--- src/rtl/ext_bus_ctrl.sv ---
// ext_bus_ctrl: external-bus controller with a base/mask region table,
// per-region wait states and write permission, and bus-lock ownership pinning.
module ext_bus_ctrl #(
  parameter int                         ADDR_W    = 16,
  parameter int                         DATA_W    = 16,
  parameter int                         NUM_REG   = 2,
  parameter logic [NUM_REG*ADDR_W-1:0]  REG_BASE  = {16'h1000, 16'h0000},
  parameter logic [NUM_REG*ADDR_W-1:0]  REG_MASK  = {16'hF000, 16'hFF00},
  parameter logic [NUM_REG*4-1:0]       REG_WAIT  = {4'd2, 4'd0},
  parameter logic [NUM_REG-1:0]         REG_WR_EN = 2'b10
) (
  input  logic                        sys_clk,
  input  logic                        sys_n_rst,
  input  logic                        i_bus_req,
  input  logic                        i_bus_rw,
  input  logic [ADDR_W-1:0]           i_bus_addr,
  input  logic [DATA_W-1:0]           i_bus_wdata,
  input  logic                        i_bus_lock,
  output logic [DATA_W-1:0]           o_bus_rdata,
  output logic                        o_bus_ready,
  output logic                        o_bus_err,
  output logic [NUM_REG-1:0]          o_mem_sel,
  output logic [ADDR_W-1:0]           o_mem_addr,
  output logic [DATA_W-1:0]           o_mem_wdata,
  output logic                        o_mem_we,
  input  logic [NUM_REG*DATA_W-1:0]   i_mem_rdata,
  output logic                        o_locked,
  output logic [ADDR_W-1:0]           o_err_addr
);

  localparam int IDX_W = (NUM_REG > 1) ? $clog2(NUM_REG) : 1;

  typedef enum logic [1:0] {
    S_IDLE   = 2'd0,
    S_ACCESS = 2'd1,
    S_ACK    = 2'd2
  } state_t;

  state_t              r_state;
  state_t              w_state_next;

  logic [3:0]          r_cnt;
  logic                r_rw;
  logic [IDX_W-1:0]    r_idx;
  logic [IDX_W-1:0]    r_lock_idx;
  logic                r_locked;
  logic [ADDR_W-1:0]   r_addr;
  logic [DATA_W-1:0]   r_wdata;
  logic [DATA_W-1:0]   r_rdata;
  logic [NUM_REG-1:0]  r_sel;
  logic                r_err;
  logic [ADDR_W-1:0]   r_err_addr;

  logic [NUM_REG-1:0]  w_hit;
  logic [3:0]          w_wait_tab  [NUM_REG];
  logic [DATA_W-1:0]   w_rdata_ch  [NUM_REG];
  logic                w_any_hit;
  logic [IDX_W-1:0]    w_hit_idx;
  logic                w_req_err;
  logic                w_cnt_zero;

  // Per-region address compare and unpacking of the packed tables.
  genvar gi;
  generate
    for (gi = 0; gi < NUM_REG; gi++) begin : g_region
      assign w_hit[gi] = ((i_bus_addr & REG_MASK[gi*ADDR_W +: ADDR_W]) ==
                          (REG_BASE[gi*ADDR_W +: ADDR_W] & REG_MASK[gi*ADDR_W +: ADDR_W]));
      assign w_wait_tab[gi] = REG_WAIT[gi*4 +: 4];
      assign w_rdata_ch[gi] = i_mem_rdata[gi*DATA_W +: DATA_W];
    end
  endgenerate

  // Priority encode the hits so that the lowest-index region wins on overlap.
  always_comb begin
    w_any_hit = 1'b0;
    w_hit_idx = '0;
    for (int k = NUM_REG - 1; k >= 0; k--) begin
      if (w_hit[k]) begin
        w_any_hit = 1'b1;
        w_hit_idx = IDX_W'(k);
      end
    end
  end

  // A request errors on a miss, a write to a read-only region, or a lock conflict.
  assign w_req_err = !w_any_hit
                   | (i_bus_rw && !REG_WR_EN[w_hit_idx])
                   | (r_locked && (w_hit_idx != r_lock_idx));

  assign w_cnt_zero = (r_cnt == 4'd0);

  // FSM state register.
  always_ff @(posedge sys_clk or negedge sys_n_rst) begin
    if (!sys_n_rst) begin
      r_state <= S_IDLE;
    end else begin
      r_state <= w_state_next;
    end
  end

  // FSM next-state: errors skip ACCESS and go straight to the ACK strobe.
  always_comb begin
    w_state_next = r_state;
    case (r_state)
      S_IDLE: begin
        if (i_bus_req) begin
          w_state_next = w_req_err ? S_ACK : S_ACCESS;
        end
      end
      S_ACCESS: begin
        if (w_cnt_zero) begin
          w_state_next = S_ACK;
        end
      end
      S_ACK:   w_state_next = S_IDLE;
      default: w_state_next = S_IDLE;
    endcase
  end

  // Datapath: request latching, wait counting, read capture and lock tracking.
  always_ff @(posedge sys_clk or negedge sys_n_rst) begin
    if (!sys_n_rst) begin
      r_cnt      <= '0;
      r_rw       <= 1'b0;
      r_idx      <= '0;
      r_lock_idx <= '0;
      r_locked   <= 1'b0;
      r_addr     <= '0;
      r_wdata    <= '0;
      r_rdata    <= '0;
      r_sel      <= '0;
      r_err      <= 1'b0;
      r_err_addr <= '0;
    end else begin
      case (r_state)
        S_IDLE: begin
          if (!i_bus_lock) begin
            r_locked <= 1'b0;
          end
          if (i_bus_req) begin
            r_addr  <= i_bus_addr;
            r_wdata <= i_bus_wdata;
            r_rw    <= i_bus_rw;
            if (w_req_err) begin
              r_err      <= 1'b1;
              r_err_addr <= i_bus_addr;
              r_sel      <= '0;
              if (!i_bus_rw) begin
                r_rdata <= '0;
              end
            end else begin
              r_err <= 1'b0;
              r_idx <= w_hit_idx;
              r_cnt <= w_wait_tab[w_hit_idx];
              r_sel <= NUM_REG'(1) << w_hit_idx;
            end
          end
        end
        S_ACCESS: begin
          if (!w_cnt_zero) begin
            r_cnt <= r_cnt - 4'd1;
          end else begin
            if (!r_rw) begin
              r_rdata <= w_rdata_ch[r_idx];
            end
            r_sel <= '0;
            if (i_bus_lock) begin
              r_locked   <= 1'b1;
              r_lock_idx <= r_idx;
            end
          end
        end
        default: begin
        end
      endcase
    end
  end

  assign o_bus_ready = (r_state == S_ACK);
  assign o_mem_we    = (r_state == S_ACCESS) && w_cnt_zero && r_rw;
  assign o_bus_rdata = r_rdata;
  assign o_bus_err   = r_err;
  assign o_mem_sel   = r_sel;
  assign o_mem_addr  = r_addr;
  assign o_mem_wdata = r_wdata;
  assign o_locked    = r_locked;
  assign o_err_addr  = r_err_addr;

endmodule

--- config.mk ---
export PLATFORM = sky130hd
export DESIGN_NAME = ext_bus_ctrl
export DESIGN_NICKNAME = d
export VERILOG_FILES = /design/src/rtl/ext_bus_ctrl.sv
export SDC_FILE = /design/constraint.sdc
export NUM_CORES = 1
export LEC_CHECK = 0
export ABC_CLOCK_PERIOD_IN_PS = 2980
export CORE_MARGIN = 8
export CORE_UTILIZATION = 45
export DETAILED_ROUTE_END_ITERATION = 10
export PLACE_DENSITY = 0.9
export SYNTH_ARGS = -nofsm -noshare
export SYNTH_HDL_FRONTEND = slang
export SYNTH_SLANG_ARGS = --single-unit
export TNS_END_PERCENT = 1
--- constraint.sdc ---
create_clock -name sys_clk -period 2.98 [get_ports sys_clk]
set_input_delay 0.298 -clock sys_clk [delete_from_list [all_inputs] [get_ports sys_clk]]
set_output_delay 0.298 -clock sys_clk [all_outputs]
set_load 0.01 [all_outputs]
==> results by stage, run 1 <==
Outcome:
- The run finished with clean final reports.

Detailed routing:
- After detailed routing, the average wire length per cell comes to around 17 um.
- The total routed wirelength is about 9.5 mm.
- The detailed router's first-iteration violation count is between 100 and 150.
- Once detail routing completed, the nets flagged for antenna violations numbered 0.
- The residual DRC count is 0.
- The via density per instance is 5.08.
- The via total after detailed routing is around 2800.
- The number of iterations in the first detailed-routing pass is 4.

Critical path:
- Data on the critical path arrives at its endpoint at roughly 2.3 ns.
- The type of the worst setup path is register to output port.
- STA puts the critical path data required time at roughly 2.7 ns.
- The highest-delay cell along the critical path is sky130_fd_sc_hd__clkdlybuf4s50_1.
- The delay of the slowest cell on the worst path is between 0.5 and 0.6 ns.
- The largest fanout on the critical path is 5.
- The signal on the critical path passes through inv_1 > ha_1 > nor3b_1 > and3_1 > clkdlybuf4s50_1.
- Together, buffers and inverters on the worst path number 2.
- STA classifies the critical path endpoint as an output port.
- The kind of cell with the highest combined delay along the critical path is simple AND/OR/NAND/NOR gates.
- STA classifies the critical path startpoint as a register.

Clock network:
- Clock-pin slew was measured on the worst setup and hold paths at approximately 0.090 ns.
- Clock tree synthesis inserted a total of 9 buffers.
- The later pin in the worst-skew pair is clocked with a latency of approximately 0.35 ns.
- The clock tree synthesis step divided the H-tree into 3 levels.
- CTS placed an instance of sky130_fd_sc_hd__clkbuf_8 at the clock tree root.
- The CTS tree is done.
- The number of post-CTS setup repair buffers is 0.
- The clock net sink count is 77.
- The clock passes through at most 2 buffers.
- The cts-stage hold buffer count is 0.
- In this run, post-CTS repair resized a total of 0 instances.

Pwr:
- IR analysis of the VDD net gives a maximum drop of around 0.73 mV.
- The total leakage power is 2.17 nW.
- The power density relative to cell area is roughly 900 nW/um^2.

Logic synthesis:
- The synthesized design contains 0 enable-type register cells.
- When the netlist entered floorplanning its net count stood at between 300 and 400.
- In the post-synthesis netlist, the cell with the most instances is sky130_fd_sc_hd__nand2_1.
- By area the synthesized netlist is led by sky130_fd_sc_hd__dfrtp_1 59%, sky130_fd_sc_hd__nand2_1 12%, sky130_fd_sc_hd__o2bb2ai_1 7.2%.
- After technology mapping, the gate count stands at 309.
- Summed over its instances, the top area cell type makes up 59.0% of the synthesized netlist area.
- The sequential share of the synthesized area is 59.0%.
- The async set-or-reset flop fraction in the synthesized netlist is between 90% and 100%.
- Counting flops and latches in the post-synthesis netlist gives 77.
- The total number of yosys warnings is 0.
- By count the netlist is led by 102 x sky130_fd_sc_hd__nand2_1, 77 x sky130_fd_sc_hd__dfrtp_1, 27 x sky130_fd_sc_hd__o2bb2ai_1, 18 x sky130_fd_sc_hd__mux2i_1, 7 x sky130_fd_sc_hd__nor2_1.
- The synthesized area per cell is around 11 um^2.
- The netlist area before placement is 3270 um^2.
- The number of distinct library cells after synthesis is 43.
- The most used flip-flop cell after synthesis is sky130_fd_sc_hd__dfrtp_1.
- The leading area contributor after synthesis is sky130_fd_sc_hd__dfrtp_1.

Job:
- The number of max-cap violations is 0.

Floorplan:
- The starting utilization of the core area is 45.8%.
- The floorplan step defined a core boundary enclosing between 7000 and 8000 um^2.
- The die is between 100 and 150 um tall.
- In this run the horizontal extent of the chip is roughly 100 um.
- The number of placement rows is 31.
- The floorplan step defined a die boundary enclosing about 10000 um^2.
- The I/O pin count is 139.

STA:
- At the pin with the least slew margin, the transition time is 0.967 ns.
- Setup violations remaining at the end of the flow were counted as 0.
- The summed negative setup slack over all endpoints is 0 ns.
- The worst clock skew on the final layout is approximately 0.011 ns.
- The final critical delay including setup and external delays is 2.62 ns.
- The share of the clock period used by the worst path after layout is slightly below 90%.
- Setup repair after global routing left no endpoint under its margin.
- In this run the tightest slew margin relative to its limit is between 30% and 40%.
- The final max-slew violation count came to 0.
- The count of final hold-check violations came to 0.
- The fmax is ~0.38 GHz.

Layout:
- The fill cell total of the finished layout is 521.
- 0 antenna diodes ended up in the layout.
- The area growth from synthesis to layout is 50.3%.
- In the final layout, the share of cells above drive strength 1 is under 10%.
- The final net count is slightly above 500.
- The post-layout utilization of the core is between 60% and 70%.

Placed design:
- In this run the tool buffered the top-level ports with between 100 and 150 buffer cells.
- After legalization and detailed placement, the total HPWL measured between 7 and 8 mm.
- Routability-driven placement finished with a final weighted congestion of 0.834.

Hold path:
- The worst min-delay path category is input pin to async pin.

Global route:
- The number of global-route vias before repair is 2959.
- In the global route stage, overall resource usage came out at a little under a fifth.
- The number of antenna violations at the first check in global routing came to 0.
- The wire length of the first global-routing pass is 15.1 mm.
- Entering global routing, the biggest net connects 78 pins.
- The remaining global-route overflow is 0.
==> area by class of cell <==
class                           count  area (um^2)  area share, %
Clock buffer                       11          131           2.68
Clock inverter                      5         61.3           1.25
Inverter                            5         18.8          0.382
Multi-Input combinational cell    210         1230           25.1
Sequential cell                    77         1930           39.2
Tap cell                           99          124           2.52
Timing Repair Buffer              143         1420           28.8
==> report_power, final <==
group	internal, W	total (W)	switching [W]
Combinational	0.00101	0.00187	0.000851
Sequential	0.00144	0.00173	0.000284
Clock	0.000389	0.000776	0.000387
Total	0.00284	0.00437	0.00152
==> path summary, 6_finish.rpt <==
check	startpoint	cells past startpoint	slack, ns	to
min reg2reg	o_mem_addr[5]$_DFFE_PN0P_	2	0.48	o_mem_addr[5]$_DFFE_PN0P_
min	sys_n_rst	1	0.11	o_mem_addr[8]$_DFFE_PN0P_
max	r_cnt[0]$_DFFE_PN0P_	5	0.36	o_mem_we
min in group sys_clk	i_bus_wdata[8]	3	0.47	o_mem_wdata[8]$_DFFE_PN0P_
max in group asynchronous	sys_n_rst	1	2.26	o_err_addr[2]$_DFFE_PN0P_
max reg2reg	r_cnt[0]$_DFFE_PN0P_	5	0.77	o_bus_rdata[2]$_DFFE_PN0P_
==> sequential cells by signal, indices dropped and copies added, names as in the netlist <==
| register | count |
|---|---|
| r_rw | 1 |
| o_bus_err | 1 |
| o_mem_sel | 2 |
| o_mem_addr | 16 |
| o_bus_rdata | 16 |
| o_mem_wdata | 16 |
| r_lock_idx | 1 |
| r_cnt | 4 |
| o_err_addr | 16 |
| o_locked | 1 |
| r_state | 2 |
| r_idx | 1 |
==> cell families after synthesis <==
family          share of synthesized area [%]
simple gates                             17.5
flops                                    59.0
compound gates                           12.6
buf+inv                                  3.33
mux                                      6.66
xor+xnor                                0.536
fa+ha+maj                               0.383
==> through the flow <==
step	cell area, um^2	setup slack, ns	total power, W	hold WS [ns]	cells
2_1_floorplan	3270	1.06	0.00255	0.00241	309
5_1_grt	4910	0.162	0.00464	0.173	550
3_3_place_gp	4720	0.728	0.00355	0.456	534
3_5_place_dp	4720	0.582	0.00362	0.461	534
4_1_cts	4910	0.360	0.00441	0.123	550
6_report	4910	0.359	0.00437	0.107	550
==> routing by layer <==
layer | vias up | part of all wire, % | global-route usage, %
met3 | 8 | 9.0 | 7.08
met5 | - | 0 | 0
li1 | 1340 | - | -
met1 | 1319 | 41 | 22.6
met2 | 125 | 50 | 30.7
met4 | 0 | 0.78 | 6.41
==> worst reg2reg max path: stages (launching register included) <==
cell	delay (ns)
sky130_fd_sc_hd__dfrtp_1	0.41
sky130_fd_sc_hd__inv_1	0.07
sky130_fd_sc_hd__ha_1	0.19
sky130_fd_sc_hd__nor3b_1	0.51
sky130_fd_sc_hd__nand3_1	0.59
sky130_fd_sc_hd__o2bb2ai_1	0.35
==> layout by cell type, fill, tap and decap left out, drive strengths merged, types with 2 or more instances in the layout <==
| master | count |
|---|---|
| a21oi | 4 |
| a22o | 4 |
| buf | 6 |
| clkbuf | 11 |
| clkdlybuf4s50 | 137 |
| clkinvlp | 3 |
| dfrtp | 77 |
| inv | 5 |
| mux2 | 3 |
| mux2i | 18 |
| nand2 | 102 |
| nand2b | 2 |
| nand3 | 3 |
| nor2 | 7 |
| nor2b | 3 |
| nor3 | 3 |
| nor3b | 3 |
| o211ai | 2 |
| o21ai | 7 |
| o2bb2ai | 27 |
| or3 | 4 |
| xnor2 | 2 |
(Power assumes the default switching activity.)
==> run 2: changes to the inputs <==
--- a/config.mk
+++ b/config.mk
@@ -5,11 +5,12 @@
 export SDC_FILE = /design/constraint.sdc
 export NUM_CORES = 1
 export LEC_CHECK = 0
+export ABC_AREA = 1
 export ABC_CLOCK_PERIOD_IN_PS = 2980
 export CORE_MARGIN = 8
 export CORE_UTILIZATION = 45
 export DETAILED_ROUTE_END_ITERATION = 10
-export PLACE_DENSITY = 0.9
+export PLACE_DENSITY = 0.89
 export SYNTH_ARGS = -nofsm -noshare
 export SYNTH_HDL_FRONTEND = slang
 export SYNTH_SLANG_ARGS = --single-unit
==> results by stage, run 2 <==
Logic synthesis:
- The xor/xnor cell area share of the yosys netlist is 0.518% (was 0.536%).
- Top cells by count, synth: 197 x sky130_fd_sc_hd__nand2_1, 77 x sky130_fd_sc_hd__dfrtp_1, 22 x sky130_fd_sc_hd__nand3_1, 16 x sky130_fd_sc_hd__a21oi_1, 16 x sky130_fd_sc_hd__o21ai_1 (was 102 x sky130_fd_sc_hd__nand2_1, 77 x sky130_fd_sc_hd__dfrtp_1, 27 x sky130_fd_sc_hd__o2bb2ai_1, 18 x sky130_fd_sc_hd__mux2i_1, 7 x sky130_fd_sc_hd__nor2_1).
- The compound-gate portion of the synthesized area is 6.29% (was 12.6%).
- The leading area contributor after synthesis is sky130_fd_sc_hd__dfrtp_1 (unchanged).
- The multiplexer share of the synthesized area is 0% (was 6.66%).
- The number of instances in the synthesized netlist is 410 (was 309).
- The synthesized area per cell came to 8.25 um^2 (was 10.6 um^2).
- The post-synthesis share of cell area spent on and, or, nand and nor gates is 31.0% (was 17.5%).
- The dominant cell by count in the synthesized netlist is sky130_fd_sc_hd__nand2_1 (unchanged).
- The netlist area before placement is 3380 um^2 (was 3270 um^2).
- The number of nets produced by synthesis came to 480 (was 379).
- The number of distinct library cells after synthesis is 25 (was 43).
- The total number of yosys warnings is 0 (unchanged).
- The combinational family with the most area after synthesis was simple AND/OR/NAND/NOR gates (unchanged).
- The top-area cell type share of the netlist area is 57.0% (was 59.0%).
- Biggest area contributors in the synthesized netlist: sky130_fd_sc_hd__dfrtp_1 57%, sky130_fd_sc_hd__nand2_1 22%, sky130_fd_sc_hd__nand3_1 3.3% (was sky130_fd_sc_hd__dfrtp_1 59%, sky130_fd_sc_hd__nand2_1 12%, sky130_fd_sc_hd__o2bb2ai_1 7.2%).
- The number of synthesized register bits is 77 (unchanged).
- The async set-or-reset flop fraction in the synthesized netlist is 100% (unchanged).
- The number of enable-type register cells in the synthesized netlist is 0 (unchanged).
- The adder-cell share of the synthesized area is 0.370% (was 0.383%).
- The sequential share of the synthesized area is 57.0% (was 59.0%).
- The dominant register cell in the synthesized netlist is sky130_fd_sc_hd__dfrtp_1 (unchanged).

Clock network:
- The number of H-tree levels is 3 (unchanged).
- The CTS tree is done (unchanged).
- The maximum clock path buffer count is 2 (unchanged).
- The number of post-CTS setup repair buffers is 0 (unchanged).
- The clock-pin slew reported for the worst setup and hold paths after clock tree synthesis is 0.08 ns (was 0.09 ns).
- The TritonCTS buffer count was 9 (unchanged).
- The clock net sink count was 77 (unchanged).
- The root buffer cell is sky130_fd_sc_hd__clkbuf_8 (unchanged).
- The cts-stage hold buffer count is 0 (unchanged).
- The total of cells resized after clock tree synthesis was 0 (unchanged).
- The worst-skew pair later-pin latency came to 0.34 ns (was 0.35 ns).

Floorplan:
- The full die area is 10500 um^2 (was 10200 um^2).
- The number of placement rows is 31 (unchanged).
- The area of the core is 7250 um^2 (was 7140 um^2).
- The die height is 103 um (was 101 um).
- The I/O pin count is 139 (unchanged).
- The starting utilization of the core area was 46.6% (was 45.8%).
- The die width is 103 um (was 101 um).

Outcome:
- Result of the run: completed (unchanged).

Placed design:
- The total placed instance area was 4810 um^2 (was 4720 um^2).
- The port buffer count is 138 (unchanged).
- The half-perimeter wire length after placement is 7.51 mm (was 7.11 mm).
- The final weighted congestion in routability-driven placement is 0.836 (was 0.834).
- The worst setup timing slack at the placement stage is 0.804 ns (was 0.582 ns).

Detailed routing:
- The residual DRC count is 0 (unchanged).
- The via density per instance was 4.97 (was 5.08).
- The post-route antenna net violation count was 0 (unchanged).
- The total routed wirelength was 10.1 mm (was 9.52 mm).
- The wire length per cell is 15.6 um (was 17.3 um).
- The detailed router's first-iteration violation count is 137 (was 135).
- The via total after detailed routing is 3221 (was 2792).
- The number of iterations in the first detailed-routing pass is 4 (unchanged).

STA:
- The final number of setup-violating endpoints was 0 (unchanged).
- The final critical delay including setup and external delays was 2.28 ns (was 2.62 ns).
- The final max-slew violation count is 0 (unchanged).
- The share of the clock period used by the worst path after layout is 76.4% (was 87.9%).
- The worst max-slew margin expressed relative to the limit is 36.9% (was 35.5%).
- The setup slack of the critical path after layout came to 0.705 ns (was 0.359 ns).
- The final hold slack is 0.0898 ns (was 0.107 ns).
- The count of final hold-check violations came to 0 (unchanged).
- Unrepaired setup endpoints after global routing: no (unchanged).
- The slew at the pin closest to its max-slew limit is 0.947 ns (was 0.967 ns).
- The fmax is 0.440 GHz (was 0.382 GHz).
- The summed negative setup slack over all endpoints is 0 ns (unchanged).
- The worst clock skew on the final layout came to 0.0109 ns (was 0.0107 ns).

Critical path:
- The data arrival time of the critical path is 1.98 ns (was 2.32 ns).
- The category of the worst setup path launch point was a register (unchanged).
- The category of the worst setup path capture point is an output port (unchanged).
- The data required time at the worst endpoint is 2.68 ns (about the same).
- The type of the worst setup path is register to output port (unchanged).
- The largest fanout on the critical path came to 23 (was 5).

Pwr:
- The total leakage power is 2.43 nW (was 2.17 nW).
- The total power consumption of the routed design is 0.00475 W (was 0.00437 W).
- The power density relative to cell area is 946 nW/um^2 (was 889 nW/um^2).
- The maximum VDD drop is 0.406 mV (was 0.734 mV).

Global route:
- The global-route track usage on met1 is 22.3% (was 22.6%).
- The wire length of the first global-routing pass was 15.5 mm (was 15.1 mm).
- The remaining global-route overflow was 0 (unchanged).
- The largest net degree at the start of global routing is 78 (unchanged).
- The number of global-route vias before repair was 3193 (was 2959).
- The aggregate global-route resource usage is 18.7% (was 18.9%).
- The number of antenna violations at the first check in global routing is 0 (unchanged).
- The met2 usage was 31.8% (was 30.7%).
- The met3 track demand over resource in global routing came to 3.58% (was 7.08%).
- The most crowded layer after global routing is met2 (unchanged).

Layout:
- The most frequent standard cell in the layout excluding fill and tap cells was sky130_fd_sc_hd__nand2_1 (was sky130_fd_sc_hd__clkdlybuf4s50_1).
- The cell area after layout was 5020 um^2 (was 4910 um^2).
- The antenna diode instance count is 0 (unchanged).
- The fill cell total of the finished layout is 560 (was 521).
- Most frequent cells in the layout: 197 x sky130_fd_sc_hd__nand2_1, 137 x sky130_fd_sc_hd__clkdlybuf4s50_1, 77 x sky130_fd_sc_hd__dfrtp_1 (was 137 x sky130_fd_sc_hd__clkdlybuf4s50_1, 102 x sky130_fd_sc_hd__nand2_1, 77 x sky130_fd_sc_hd__dfrtp_1).
- The final net count is 614 (was 516).
- The relative area change from synthesis to final layout was 48.5% (was 50.3%).
- The share of final-layout standard cells stronger than drive strength 1 came to 7.29% (was 5.54%).

Hold path:
- The worst min-delay path category is input pin to async pin (unchanged).

Job:
- The number of max-cap violations is 0 (unchanged).
[run 2: area by class of cell]
cell class,instances,area (um^2),area share [%]
timing repair buffer,140,1390,27.8
inverter,20,75.1,1.50
tap,99,124,2.47
clock buffer,12,155,3.09
clock inverter,4,55.1,1.10
multi-input combinational,296,1290,25.7
sequential,77,1930,38.4
[run 2: path summary, 6_finish.rpt]
| check | start | to | slack (ns) | cells after the start |
|---|---|---|---|---|
| setup / recovery | r_state[0]$_DFFE_PN0P_ | o_mem_we | 0.70 | 5 |
| hold / removal | sys_n_rst | o_mem_wdata[8]$_DFFE_PN0P_ | 0.09 | 1 |
| setup reg to reg | r_state[0]$_DFFE_PN0P_ | o_bus_rdata[2]$_DFFE_PN0P_ | 0.77 | 8 |
| hold reg to reg | o_mem_addr[10]$_DFFE_PN0P_ | o_mem_addr[10]$_DFFE_PN0P_ | 0.47 | 2 |
| max in group asynchronous | sys_n_rst | o_err_addr[1]$_DFFE_PN0P_ | 2.27 | 1 |
| min in group sys_clk | o_mem_addr[10]$_DFFE_PN0P_ | o_mem_addr[10]$_DFFE_PN0P_ | 0.47 | 2 |
[run 2: where the power goes]
group	internal, W	switching, W
clock	0.000438	0.000376
sequential	0.00148	0.000269
combinational	0.00107	0.00112
total	0.00298	0.00177
[run 2: logic make-up after synthesis]
logic type	after synthesis
AND/OR/NAND/NOR	251
flip-flops	77
AO/OA/AOI/OAI	42
buffers and inverters	37
XOR/XNOR	2
adder cells (fa/ha/maj)	1
[run 2: routing by layer]
metal	part of all wire [%]	vias up
li1	-	1556
met1	40	1539
met2	51	113
met3	6.2	13
met4	2.2	0
met5	0	-
[run 2: metrics by stage]
stage / util (%) / instances
finish: 69.2 / 648
global route: 69.2 / 648
CTS: 69.2 / 648
detailed placement: 66.3 / 632
global placement: 66.3 / 632
floorplan: - / 410
[run 2: critical path: stages, from the launching register on]
cell	delay, ns
sky130_fd_sc_hd__dfrtp_1	0.45
sky130_fd_sc_hd__inv_2	0.07
sky130_fd_sc_hd__nor2_2	0.16
sky130_fd_sc_hd__inv_2	0.20
sky130_fd_sc_hd__nor3_1	0.19
sky130_fd_sc_hd__clkdlybuf4s50_1	0.58
==> run 3: changes to the inputs <==
--- a/config.mk
+++ b/config.mk
@@ -6,11 +6,11 @@
 export NUM_CORES = 1
 export LEC_CHECK = 0
 export ABC_AREA = 1
-export ABC_CLOCK_PERIOD_IN_PS = 2980
+export ABC_CLOCK_PERIOD_IN_PS = 2000
 export CORE_MARGIN = 8
-export CORE_UTILIZATION = 45
+export CORE_UTILIZATION = 39
 export DETAILED_ROUTE_END_ITERATION = 10
-export PLACE_DENSITY = 0.89
+export PLACE_DENSITY = 0.83
 export SYNTH_ARGS = -nofsm -noshare
 export SYNTH_HDL_FRONTEND = slang
 export SYNTH_SLANG_ARGS = --single-unit
==> constraint.sdc (replaced) <==
create_clock -name sys_clk -period 2 [get_ports sys_clk]
set_input_delay 0.2 -clock sys_clk [delete_from_list [all_inputs] [get_ports sys_clk]]
set_output_delay 0.2 -clock sys_clk [all_outputs]
set_load 0.01 [all_outputs]
==> results by stage, run 3 (synthesized netlist as in run 2, its figures left out) <==
Floorplan:
- The full die area is 11900 um^2 (was 10500 um^2).
- The starting utilization of the core area is 39.6% (was 46.6%).
- The die width is 109 um (was 103 um).
- The die height came to 109 um (was 103 um).
- The I/O pin count came to 139 (unchanged).
- The area of the core is 8550 um^2 (was 7250 um^2).
- The number of placement rows is 34 (was 31).

STA:
- The final max-slew violation count was 0 (unchanged).
- The final critical delay including setup and external delays is 1.84 ns.
- The summed negative setup slack over all endpoints is 0 ns (unchanged).
- The fmax is approximately 0.54 GHz.
- The final number of setup-violating endpoints is 0 (unchanged).
- The worst max-slew margin expressed relative to the limit was 66.6% (was 36.9%).
- The worst clock skew on the final layout is 0.0104 ns (was 0.0109 ns).
- Unrepaired setup endpoints after global routing: no (unchanged).
- The count of final hold-check violations is 0 (unchanged).
- The slew at the pin closest to its max-slew limit is 0.499 ns (was 0.947 ns).
- In the finished design, the share of the clock period the worst path needs comes to 92.2%.

Clock network:
- The clock-pin slew reported for the worst setup and hold paths after clock tree synthesis is 0.07 ns (was 0.08 ns).
- The number of post-CTS setup repair buffers is 0 (unchanged).
- The worst-skew pair later-pin latency is 0.33 ns (was 0.34 ns).
- The clock net sink count is 77 (unchanged).
- The number of H-tree levels is 3 (unchanged).
- The maximum clock path buffer count is 2 (unchanged).
- The CTS tree is done (unchanged).
- The TritonCTS buffer count came to 9 (unchanged).
- The root buffer cell is sky130_fd_sc_hd__clkbuf_8 (unchanged).

Placed design:
- The final weighted congestion in routability-driven placement is 0.810 (was 0.836).
- The port buffer count is 138 (unchanged).
- The half-perimeter wire length after placement is 7.65 mm (was 7.51 mm).

Global route:
- The number of antenna violations at the first check in global routing is 0 (unchanged).
- The largest net degree at the start of global routing is 43 (was 78).
- The number of global-route vias before repair is 3239 (was 3193).
- The remaining global-route overflow is 0 (unchanged).
- The wire length of the first global-routing pass is 15.8 mm (was 15.5 mm).
- The aggregate global-route resource usage was 16.8% (was 18.7%).

Detailed routing:
- The post-route antenna net violation count came to 0 (unchanged).
- The via density per instance is 4.81 (was 4.97).
- The via total after detailed routing is 3188 (was 3221).
- The detailed router's first-iteration violation count was 111 (was 137).
- The number of iterations in the first detailed-routing pass is 4 (unchanged).
- The total routed wirelength is 9.89 mm (was 10.1 mm).
- The residual DRC count is 0 (unchanged).
- The wire length per cell is 14.9 um (was 15.6 um).

Pwr:
- The maximum VDD drop is 0.594 mV (was 0.406 mV).
- The total leakage power was 2.48 nW (was 2.43 nW).
- The power density relative to cell area was 1400 nW/um^2 (was 946 nW/um^2).

Critical path:
- The largest fanout on the critical path is 23 (unchanged).
- The data arrival time of the critical path came to 2.07 ns (was 1.98 ns).
- The category of the worst setup path launch point was a register (unchanged).
- The type of the worst setup path was register to register (was register to output port).
- The data required time at the worst endpoint came to 2.22 ns (was 2.68 ns).
- The category of the worst setup path capture point is a register (was output port).

Hold path:
- The worst min-delay path category is input pin to async pin (unchanged).

Layout:
- The relative area change from synthesis to final layout is 50.9% (was 48.5%).
- The fill cell total of the finished layout is 753 (was 560).
- The most frequent standard cell in the layout excluding fill and tap cells is sky130_fd_sc_hd__nand2_1 (unchanged).
- The share of final-layout standard cells stronger than drive strength 1 is 8.11% (was 7.29%).
- Most frequent cells in the layout: 197 x sky130_fd_sc_hd__nand2_1, 136 x sky130_fd_sc_hd__clkdlybuf4s50_1, 77 x sky130_fd_sc_hd__dfrtp_1 (was 197 x sky130_fd_sc_hd__nand2_1, 137 x sky130_fd_sc_hd__clkdlybuf4s50_1, 77 x sky130_fd_sc_hd__dfrtp_1).
- The antenna diode instance count is 0 (unchanged).
- The post-layout utilization of the core was 59.7% (was 69.2%).
- The final net count is 621 (was 614).

Job:
- The number of max-cap violations is 0 (unchanged).

Outcome:
- Result of the run: completed (unchanged).
[run 3: cell types whose count changed in the layout (fill, tap and decap cells not counted)]
cell | previous run | this run
sky130_fd_sc_hd__bufinv_16 | 1 | 2
sky130_fd_sc_hd__clkinv_2 | 0 | 1
sky130_fd_sc_hd__dlygate4sd2_1 | 0 | 1
sky130_fd_sc_hd__clkbuf_8 | 11 | 10
sky130_fd_sc_hd__inv_6 | 1 | 0
sky130_fd_sc_hd__buf_12 | 0 | 1
sky130_fd_sc_hd__clkinv_4 | 1 | 0
sky130_fd_sc_hd__clkdlybuf4s50_1 | 137 | 136
sky130_fd_sc_hd__dlygate4sd3_1 | 0 | 1
sky130_fd_sc_hd__buf_4 | 3 | 8
[run 3: cell type report]
class	count	area (um^2)	area share, %
Clock buffer	11	141	2.77
Inverter	20	75.1	1.47
Tap cell	108	135	2.65
Multi-Input combinational cell	296	1290	25.3
Sequential cell	77	1930	37.8
Clock inverter	4	72.6	1.42
Timing Repair Buffer	147	1460	28.6
[run 3: critical path: stages, from the launching register on]
cell and delay (ns):
sky130_fd_sc_hd__dfrtp_1 0.44, sky130_fd_sc_hd__nor2_2 0.28, sky130_fd_sc_hd__inv_2 0.07, sky130_fd_sc_hd__nor2_2 0.20, sky130_fd_sc_hd__inv_2 0.22, sky130_fd_sc_hd__nand2_1 0.20
sky130_fd_sc_hd__nand2_1 0.17, sky130_fd_sc_hd__nand2_1 0.10, sky130_fd_sc_hd__nand2_1 0.05
[run 3: final timing paths]
check	start	endpoint	slack (ns)	cells past startpoint
setup / recovery	r_state[0]$_DFFE_PN0P_	r_cnt[2]$_DFFE_PN0P_	0.16	8
hold / removal	sys_n_rst	o_mem_wdata[2]$_DFFE_PN0P_	0.37	2
setup reg to reg	r_state[0]$_DFFE_PN0P_	r_cnt[2]$_DFFE_PN0P_	0.16	8
hold reg to reg	o_mem_wdata[7]$_DFFE_PN0P_	o_mem_wdata[7]$_DFFE_PN0P_	0.47	2
max in group asynchronous	sys_n_rst	o_mem_addr[2]$_DFFE_PN0P_	1.04	3
min in group sys_clk	i_bus_wdata[0]	o_mem_wdata[0]$_DFFE_PN0P_	0.40	3
[run 3: per-layer routing]
metal  vias up  GRT usage [%]  wire length (um)
met4         0           5.38               114
met1      1528           19.3              4060
met3        11           4.37               601
met5         -              0                 0
li1       1565              -                 -
met2        84           29.6              5120
[run 3: where the power goes]
part / internal [W] / leakage, nW / switching (W)
Sequential: 0.00221 / 0.985 / 0.000380
Clock: 0.000729 / 0.105 / 0.000540
Combinational: 0.00163 / 1.39 / 0.00168
Total: 0.00456 / 2.48 / 0.00260
[run 3: stage by stage]
| step | instance area (um^2) | instances | worst slack, ns | hold slack [ns] | power (W) |
|---|---|---|---|---|---|
| final | 5100 | 663 | 0.157 | 0.372 | 0.00717 |
| after global routing | 5100 | 663 | 0.00229 | 0.383 | 0.00766 |
| after CTS | 5100 | 663 | 0.172 | 0.372 | 0.00725 |
| after detailed placement | 4880 | 647 | 0.119 | 0.194 | 0.00597 |
| after global placement | 4880 | 647 | 0.150 | 0.186 | 0.00585 |
| after floorplan | 3380 | 410 | 0.435 | -0.0956 | 0.00414 |
[run 3: what timing repair did]
action / in CTS / in global routing
hold buffers: 1 / 0
setup endpoints to repair: 1 / 0
hold endpoints to repair: 35 / 0
gates resized for setup: 1 / 0
